**config.mk**
```make
export PLATFORM = sky130hd
export DESIGN_NAME = imem_loader
export DESIGN_NICKNAME = d
export VERILOG_FILES = /design/src/rtl/risc_v_lite_pkg.sv /design/src/rtl/loader_fifo.sv /design/src/rtl/imem_loader.sv
export SDC_FILE = /design/constraint.sdc
export NUM_CORES = 1
export LEC_CHECK = 0
export CAP_MARGIN = 0
export CELL_PAD_IN_SITES_DETAIL_PLACEMENT = 0
export CELL_PAD_IN_SITES_GLOBAL_PLACEMENT = 2
export CORE_ASPECT_RATIO = 1.1
export CORE_MARGIN = 8
export CORE_UTILIZATION = 38
export CTS_CLUSTER_SIZE = 20
export DETAILED_ROUTE_END_ITERATION = 8
export PLACE_DENSITY = 0.88
export SLEW_MARGIN = 0
export SYNTH_ARGS = -nofsm -noshare
export SYNTH_HDL_FRONTEND = slang
export SYNTH_SLANG_ARGS = --single-unit
```
**constraint.sdc**
```tcl
create_clock -name Clk -period 2.7 [get_ports Clk]
set_input_delay 0.27 -clock Clk [delete_from_list [all_inputs] [get_ports Clk]]
set_output_delay 0.27 -clock Clk [all_outputs]
set_load 0.05 [all_outputs]
```
**src/rtl/risc_v_lite_pkg.sv**
```systemverilog
// Shared definitions for the RISC-V lite instruction-memory loader:
// datapath width, word-to-byte address shift and the loader FSM states.
package risc_v_lite_pkg;

  localparam int XLEN       = 32;
  localparam int WORD_SHIFT = 2;

  typedef enum logic [1:0] {
    ST_IDLE  = 2'd0,
    ST_LOAD  = 2'd1,
    ST_DRAIN = 2'd2,
    ST_DONE  = 2'd3
  } loader_state_e;

  function automatic logic [XLEN-1:0] word_to_byte_addr(input logic [XLEN-1:0] word_idx);
    return word_idx << WORD_SHIFT;
  endfunction

endpackage

```
**src/rtl/loader_fifo.sv**
```systemverilog
// Synchronous registered FIFO buffering incoming instruction words.
// Pointers carry one wrap bit so full and empty are told apart without a counter.
module loader_fifo #(
  parameter int DEPTH = 4,
  parameter int WIDTH = 32
) (
  input  logic             clk_i,
  input  logic             rst_i,
  input  logic             flush_i,
  input  logic             push_i,
  input  logic [WIDTH-1:0] push_data_i,
  input  logic             pop_i,
  output logic [WIDTH-1:0] pop_data_o,
  output logic             full_o,
  output logic             empty_o
);

  localparam int PW = $clog2(DEPTH);
  localparam logic [PW:0] PTR_ONE = {{PW{1'b0}}, 1'b1};

  logic [WIDTH-1:0] mem_q [DEPTH];
  logic [PW:0]      wr_ptr_q, wr_ptr_d;
  logic [PW:0]      rd_ptr_q, rd_ptr_d;
  logic             do_push;
  logic             do_pop;

  assign empty_o = (wr_ptr_q == rd_ptr_q);
  assign full_o  = (wr_ptr_q[PW] != rd_ptr_q[PW]) &&
                   (wr_ptr_q[PW-1:0] == rd_ptr_q[PW-1:0]);

  assign do_push = push_i && !full_o;
  assign do_pop  = pop_i && !empty_o;

  assign pop_data_o = mem_q[rd_ptr_q[PW-1:0]];

  always_comb begin
    wr_ptr_d = wr_ptr_q;
    rd_ptr_d = rd_ptr_q;
    if (flush_i) begin
      wr_ptr_d = '0;
      rd_ptr_d = '0;
    end else begin
      if (do_push) wr_ptr_d = wr_ptr_q + PTR_ONE;
      if (do_pop)  rd_ptr_d = rd_ptr_q + PTR_ONE;
    end
  end

  always_ff @(posedge clk_i) begin
    if (rst_i) begin
      wr_ptr_q <= '0;
      rd_ptr_q <= '0;
    end else begin
      wr_ptr_q <= wr_ptr_d;
      rd_ptr_q <= rd_ptr_d;
    end
  end

  // Storage needs no reset; the pointers alone define what is valid.
  always_ff @(posedge clk_i) begin
    if (do_push && !flush_i) mem_q[wr_ptr_q[PW-1:0]] <= push_data_i;
  end

endmodule

```
**src/rtl/imem_loader.sv**
```systemverilog
// Instruction-memory loader: buffers file words and writes them to IMEM while
// holding the CPU in reset. Optional XOR checksum output: IMEM_LOADER_CHECKSUM_EN.
//
// state | meaning
// IDLE  | first cycle after reset, FIFO flushed
// LOAD  | accepting words until End_file is seen
// DRAIN | writing out words still buffered
// DONE  | image written, CPU released (terminal until Rst)
module imem_loader
  import risc_v_lite_pkg::*;
#(
  parameter int IMEM_AW    = 5,
  parameter int FIFO_DEPTH = 4
) (
  input  logic             Clk,
  input  logic             Rst,
  input  logic             DataIN_valid,
  input  logic [31:0]      DataIN_to_mem,
  input  logic             End_file,
  output logic             DataIN_ready,
  output logic             WR,
  output logic [31:0]      Address,
  output logic [31:0]      Instr_to_mem,
  output logic             Cpu_Rst,
  output logic             Load_done,
  output logic             Overflow,
  output logic [IMEM_AW:0] Word_count
`ifdef IMEM_LOADER_CHECKSUM_EN
  ,
  output logic [31:0]      Checksum
`endif
);

  localparam logic [IMEM_AW:0] MAX_WORDS = {1'b1, {IMEM_AW{1'b0}}};
  localparam logic [IMEM_AW:0] CNT_ONE   = {{IMEM_AW{1'b0}}, 1'b1};

  loader_state_e    state_q, state_d;
  logic [IMEM_AW:0] count_q, count_d;
  logic             ovf_q, ovf_d;

  logic             fifo_full;
  logic             fifo_empty;
  logic [XLEN-1:0]  fifo_head;
  logic             fifo_push;
  logic             fifo_pop;
  logic             fifo_flush;
  logic             writing_phase;
  logic             mem_full;
  logic             wr;

  assign writing_phase = (state_q == ST_LOAD) || (state_q == ST_DRAIN);
  assign mem_full      = (count_q == MAX_WORDS);

  assign DataIN_ready = (state_q == ST_LOAD) && !fifo_full;
  assign fifo_push    = DataIN_valid && DataIN_ready;
  assign fifo_pop     = writing_phase && !fifo_empty;
  assign fifo_flush   = (state_q == ST_IDLE);

  // Words popped once the memory is full are dropped rather than written.
  assign wr = fifo_pop && !mem_full;

  loader_fifo #(
    .DEPTH(FIFO_DEPTH),
    .WIDTH(XLEN)
  ) u_fifo (
    .clk_i      (Clk),
    .rst_i      (Rst),
    .flush_i    (fifo_flush),
    .push_i     (fifo_push),
    .push_data_i(DataIN_to_mem),
    .pop_i      (fifo_pop),
    .pop_data_o (fifo_head),
    .full_o     (fifo_full),
    .empty_o    (fifo_empty)
  );

  always_comb begin
    state_d = state_q;
    count_d = count_q;
    ovf_d   = ovf_q;

    if (wr) count_d = count_q + CNT_ONE;
    if (fifo_pop && mem_full) ovf_d = 1'b1;

    case (state_q)
      ST_IDLE:  state_d = ST_LOAD;
      ST_LOAD:  if (End_file) state_d = ST_DRAIN;
      ST_DRAIN: if (fifo_empty) state_d = ST_DONE;
      ST_DONE:  state_d = ST_DONE;
      default:  state_d = ST_IDLE;
    endcase
  end

  always_ff @(posedge Clk) begin
    if (Rst) begin
      state_q <= ST_IDLE;
      count_q <= '0;
      ovf_q   <= 1'b0;
    end else begin
      state_q <= state_d;
      count_q <= count_d;
      ovf_q   <= ovf_d;
    end
  end

  assign WR           = wr;
  assign Instr_to_mem = wr ? fifo_head : '0;
  assign Address      = word_to_byte_addr(XLEN'(count_q));
  assign Word_count   = count_q;
  assign Overflow     = ovf_q;
  assign Cpu_Rst      = (state_q != ST_DONE);
  assign Load_done    = (state_q == ST_DONE);

`ifdef IMEM_LOADER_CHECKSUM_EN
  logic [XLEN-1:0] chk_q, chk_d;

  always_comb begin
    chk_d = chk_q;
    if (wr) chk_d = chk_q ^ fifo_head;
  end

  always_ff @(posedge Clk) begin
    if (Rst) chk_q <= '0;
    else     chk_q <= chk_d;
  end

  assign Checksum = chk_q;
`endif

endmodule
```
# Word level (Yosys, flattened, before mapping)
# Memory sizes are Yosys's and may differ from the RTL's. A register that Yosys moved wholly into a read port is not among the register bits.
# Index checks and enable logic that the tools add are counted.
op_classes:
  mul: 0
  bitwise_logic: 0
  n_mux: 8
  shifts: 0
  div: 0
  reduce_logical: 17
  n_lt_le_gt_ge: 0
  eq_ne: 10
  n_addsub: 3
op_table:
  columns: ["operator", "n"]
  rows:
  - ["32-bit 2-to-1 mux", 1]
  - ["1-bit logical AND", 9]
  - ["2-bit 2-to-1 mux", 4]
  - ["2-bit one-hot mux with 4 select lines", 1]
  - ["3-bit by 1-bit adder with 3-bit output, second input constant", 2]
  - ["6-bit by 1-bit adder with 6-bit output, second input constant", 1]
  - ["6-bit equality test, second input constant", 1]
  - ["2-bit equality test, second input constant", 2]
  - ["1-bit zero test", 4]
  - ["2-bit != test, second input constant", 2]
  - ["3-bit equality test", 1]
  - ["2-bit by 1-bit equality test with 1-bit output, second input constant", 1]
  - ["2-bit equality test", 1]
  - ["2-bit zero test", 1]
  - ["1-bit 2-to-1 mux", 2]
  - ["2-bit by 1-bit != test with 1-bit output, second input constant", 1]
  - ["2-bit AND reduction", 1]
  - ["2-bit OR reduction", 1]
  - ["1-bit logical OR", 1]
  - ["1-bit != test", 1]
totals:
  inputBits: 36
  rom_bits: 0
  reg_bits: 15
  word_cells: 44
  memories: 1
  latchBits: 0
  ram_bits: 128
mem_list:
  columns: ["memory", "words", "word_bits", "rd", "rd_ports_with_merged_regs", "wr", "line", "text"]
  rows:
  - ["u_fifo.mem_q", 4, 32, 1, 1, 1, "loader_fifo.sv:21", "logic [WIDTH-1:0] mem_q [DEPTH];"]

# Logic depth before layout (Yosys ltp)
logic_depth:
  word_depth: 9
  depth_mapped: 7

# By module
# From an unflattened synthesis, not the netlist that was laid out.
unflattened:
  hier_cells: 370
  hier_area_um2: 6249.7
modules_own_cells:
  columns: ["module", "instances", "area_each_um2", "cells_each"]
  rows:
  - ["loader_fifo", 1, 5168.7, 235]
  - ["imem_loader", 1, 1081.0, 135]

# Worst setup path after synthesis
# Ideal clock, no wire load.
synth_timing:
  path_type: "register to register"
  from: "reg u_fifo.wr_ptr_q[0]"
  to: "mem u_fifo.mem_q[0][0], enable pin"
  setup_time_ps: 392
  path_stages_with_launch: 5
  slack_ps: 159
  required_time_ps: 2308
  t_arrival_ps: 2148
  cell_sequence: "dfxtp_1 xor2_2 o31a_2 nor2b_1 and3_1"
synth_via:
  elab_chain_len: 9
synth_lines:
  columns: ["element", "line", "text"]
  rows:
  - ["from (decl)", "loader_fifo.sv:22", "logic [PW:0] wr_ptr_q, wr_ptr_d;"]
  - ["from (signal assigned)", "loader_fifo.sv:53", "wr_ptr_q <= wr_ptr_d;"]
  - ["2-bit equality test", "loader_fifo.sv:29", "(wr_ptr_q[PW-1:0] == rd_ptr_q[PW-1:0]);"]
  - ["1-bit logical AND", "loader_fifo.sv:28", "assign full_o = (wr_ptr_q[PW] != rd_ptr_q[PW]) &&"]
  - ["1-bit zero test", "imem_loader.sv:54", "assign DataIN_ready = (state_q == ST_LOAD) && !fifo_full;"]
  - ["1-bit logical AND", "imem_loader.sv:54", null]
  - ["net DataIN_ready", "imem_loader.sv:20", "output logic DataIN_ready,"]
  - ["1-bit logical AND", "imem_loader.sv:55", "assign fifo_push = DataIN_valid && DataIN_ready;"]
  - ["1-bit logical AND", "loader_fifo.sv:31", "assign do_push = push_i && !full_o;"]
  - ["1-bit logical AND", "loader_fifo.sv:60", "if (do_push && !flush_i) mem_q[wr_ptr_q[PW-1:0]] <= push_data_i;"]
  - ["1-bit 2-to-1 mux", "loader_fifo.sv:60", null]
  - ["1-bit 2-to-1 mux (not written as such)", "loader_fifo.sv:60", null]
  - ["to (decl)", "loader_fifo.sv:21", null]
# The timed path passes the listed nets, and every way through them passes these cells.

# Worst setup path in the final report
layout_timing:
  from: "reg u_fifo.wr_ptr_q[0]"
  to: "out Instr_to_mem[22]"
layout_via:
  elab_chain_len: 5
layout_lines:
  columns: ["element", "line", "text"]
  rows:
  - ["3-bit equality test", "loader_fifo.sv:27", "assign empty_o = (wr_ptr_q == rd_ptr_q);"]
  - ["1-bit zero test", "imem_loader.sv:56", "assign fifo_pop = writing_phase && !fifo_empty;"]
  - ["1-bit logical AND", "imem_loader.sv:56", null]
  - ["1-bit logical AND", "imem_loader.sv:60", "assign wr = fifo_pop && !mem_full;"]
  - ["32-bit 2-to-1 mux", "imem_loader.sv:107", "assign Instr_to_mem = wr ? fifo_head : '0;"]
  - ["to (decl)", "imem_loader.sv:23", "output logic [31:0] Instr_to_mem,"]
# No other way between the ends.

==> results.md <==
- Status: complete, no violations
- HP Start: Overflow
- DR WL/cell: 18.7 um
- Final setup violation count: 0
- Final Core Density: roughly 51%
- Largest net degree at the start of global routing: 25
- Max IR drop VDD: 0.416 mV
- Ranking of synthesized cells by area: edfxtp_1 63%, mux4_2 12%, dfxtp_1 5.6%, buf_4 4.0%, and2_1 3.5%
- YS warnings: 0
- Worst-Margin Slew: 659 ps
- Critical path class: flip-flop to output port
- Synth cell types: 37
- Hold Fails Final Rpt: 0
- Cell Pwr Density: 647 nW/um^2
- Ys flop type: edfxtp_1
- Via-per-instance ratio: roughly 4.9
- CTS Buf Count: 17
- Worst R2R End: u_fifo.mem_q[3][3]
- Nets: 489
- Hpwl dp: 7780 um
- Most common cell after layout, fill and taps aside: edfxtp_1
- Crit Path Max Fanout: 18
- F_max: between 300 and 400 MHz
- Worst Skew: slightly below 7 ps
- Max_slew headroom: 56.1%
- Critical Path RT: about 2400 ps
- Hold EP: Overflow
- Post-synth top area cell: edfxtp_1
- Synth Register Bits: 145
- Number of synthesized flops with an enable pin: approximately 130
- Port Buffers: 84
- Area delta synth->final: 32.4%
- Drt total wl: roughly 12,000 um
- H-tree Lvls: 4
- First-pass GRT wire length: 18,700 um
- Initial Util: 38.7%
- CTS tree: built
- Flop-to-flop setup slack: between 300 and 400 ps
- Minimum clock period after layout: 2600 ps
- Die height: 149 um
- Clock Latency Late Sink: 410 ps
- Synth Instances: 344
- Pleak: between 2 and 3 nW
- Remaining global-route overflow: 0
- GPL Wtd Cong: approximately 0.81
- WP data arrival: roughly 2300 ps
- CTS Sinks: 145
- CP Capture Type: output port
- Worst hold path depth: 1
- Crit path launch type: flip-flop
- Setup slack at placement: roughly 320 ps
- Final ANT Viol Nets: 0
- Die Area: 20,300 um^2
- Clock tree root driver cell: clkbuf_16
- Via count: 3,179
- Number of diodes: 0
- Cts hold-fix bufs: 0
- Vias in the first global route: approximately 3,300
- Synth top area share: about 63%
- Clock Tree Buf Depth: 2
- Floorplan row count: 48
- Final period utilization: between 90% and 100%
- First DRT Iteration DRCs: between 100 and 150
- Slew Viols, Final: 0
- # IOs: 111
- Fraction of registers with async set/reset: 0%
- R2R depth: 5
- PnR worst setup slack: 101 ps
- Worst hold slack: about 500 ps
- Gr usage total: approximately an eighth
- Drt pass-1 iters: 4
- Drc violations: 0
- Max_cap viols: 0
- Reg-to-reg startpoint: u_fifo.wr_ptr_q[1]
- CORE AREA: 15,700 um^2
- Sequential area share after synthesis: 69.0%
- Die X: 136 um
- RSZ-0062 raised after global routing: no
- Initial antenna violation count: 1
- Reg clk slew, reported paths: 60 ps
- Share of post-route cells with drive strength above 1: around 27%
- Commonest non-fill, non-tap cells in the layout: 128 x edfxtp_1, 51 x clkdlybuf4s50_1, 38 x buf_12
- Cell Area, Synth: 6070 um^2
- Avg Cell Area, Syn: 17.6 um^2
- Min-Delay Path Class: flip-flop to flip-flop
-- flip-flops by register name, indices dropped and copies added (netlist names), named ones only --
name,flops
Overflow,1
Word_count,6
u_fifo.rd_ptr_q,3
u_fifo.mem_q,128
u_fifo.wr_ptr_q,3
state_q,2
-- per-layer routing --
metal | GRT usage (%) | vias up | wire length (um)
li1 | - | 1450 | -
met1 | 13.8 | 1615 | 4840
met2 | 21.3 | 96 | 6400
met3 | 4.76 | 16 | 856
met4 | 4.12 | 2 | 151
met5 | 0 | - | 10
-- through the flow --
| stage | total power (W) | cell area, um^2 | setup TNS, ps | instances |
|---|---|---|---|---|
| global placement | 0.00299 | 7400 | 0 | 617 |
| CTS | 0.00524 | 7980 | -18.7 | 650 |
| floorplan | 0.00284 | 6160 | 0 | 369 |
| finish | 0.00520 | 8030 | 0 | 654 |
| detailed placement | 0.00300 | 7400 | 0 | 617 |
| global route | 0.00536 | 8030 | 0 | 654 |
-- critical path, stage by stage, from the launching register on --
cell and delay, ps:
dfxtp_1 500, xor2_2 180, o31ai_4 620, nor2b_4 90, buf_12 180, and2_1 180
buf_12 160
-- worst max-delay path by stage --
stage                     depth (start not counted)          startpoint                  to
after floorplan                                   4  u_fifo.wr_ptr_q[0]  u_fifo.mem_q[0][0]
after global placement                            5  u_fifo.wr_ptr_q[0]    Instr_to_mem[22]
after detailed placement                          6          state_q[1]    Instr_to_mem[22]
after CTS                                         6       Word_count[0]    Instr_to_mem[22]
after global routing                              6  u_fifo.wr_ptr_q[0]    Instr_to_mem[12]
final                                             6  u_fifo.wr_ptr_q[0]    Instr_to_mem[22]
-- kinds of logic after synthesis --
logic type                 after synthesis  synth area share (%)
DFF                                    145                  69.0
and+or+nand+nor                         66                  6.23
buffers and inverters                   55                  5.59
muxes                                   36                  12.6
AOI/OAI and AO/OA                       19                  2.43
adders and majority gates               12                  2.47
xor gates and xnor gates                10                  1.69
other                                    1                0.0618
-- cell type report --
class | count | area (um^2)
inverters | 10 | 37.5
multi-input cells | 170 | 1660
fillers | 1277 | 7640
clock inverters | 14 | 138
clock buffers | 18 | 429
flip-flops and latches | 145 | 4190
repair buffers | 97 | 1330
well taps | 200 | 250
-- repair_timing --
action / in CTS / in global routing
resized for setup: 1 / 0
pin swaps: 1 / 1
setup endpoints to repair: 32 / 32
gates cloned: 1 / 0
setup buffers: 0 / 4
-- power breakdown --
| group | leakage (nW) | switching (W) | total (W) | internal (W) |
|---|---|---|---|---|
| sequential | 1.29 | 0.0000165 | 0.00249 | 0.00247 |
| clock | 0.276 | 0.000875 | 0.00223 | 0.00135 |
| combinational | 1.16 | 0.000288 | 0.000479 | 0.000191 |
-- Yosys cell counts (2+ instances only) --
cell type,instances
nand2_1,4
nand4_1,2
buf_2,4
inv_1,10
or4_1,2
a31oi_1,2
buf_4,32
mux2i_1,3
xnor2_1,5
a311oi_1,2
xor2_2,2
nand2b_1,4
and3_1,3
a21oi_1,5
o31ai_1,4
mux4_2,32
dfxtp_1,17
xor2_1,3
edfxtp_1,128
ha_1,12
clkbuf_1,8
nor2_1,12
and2_1,34
Note: power is estimated with default switching activity, not from simulation.
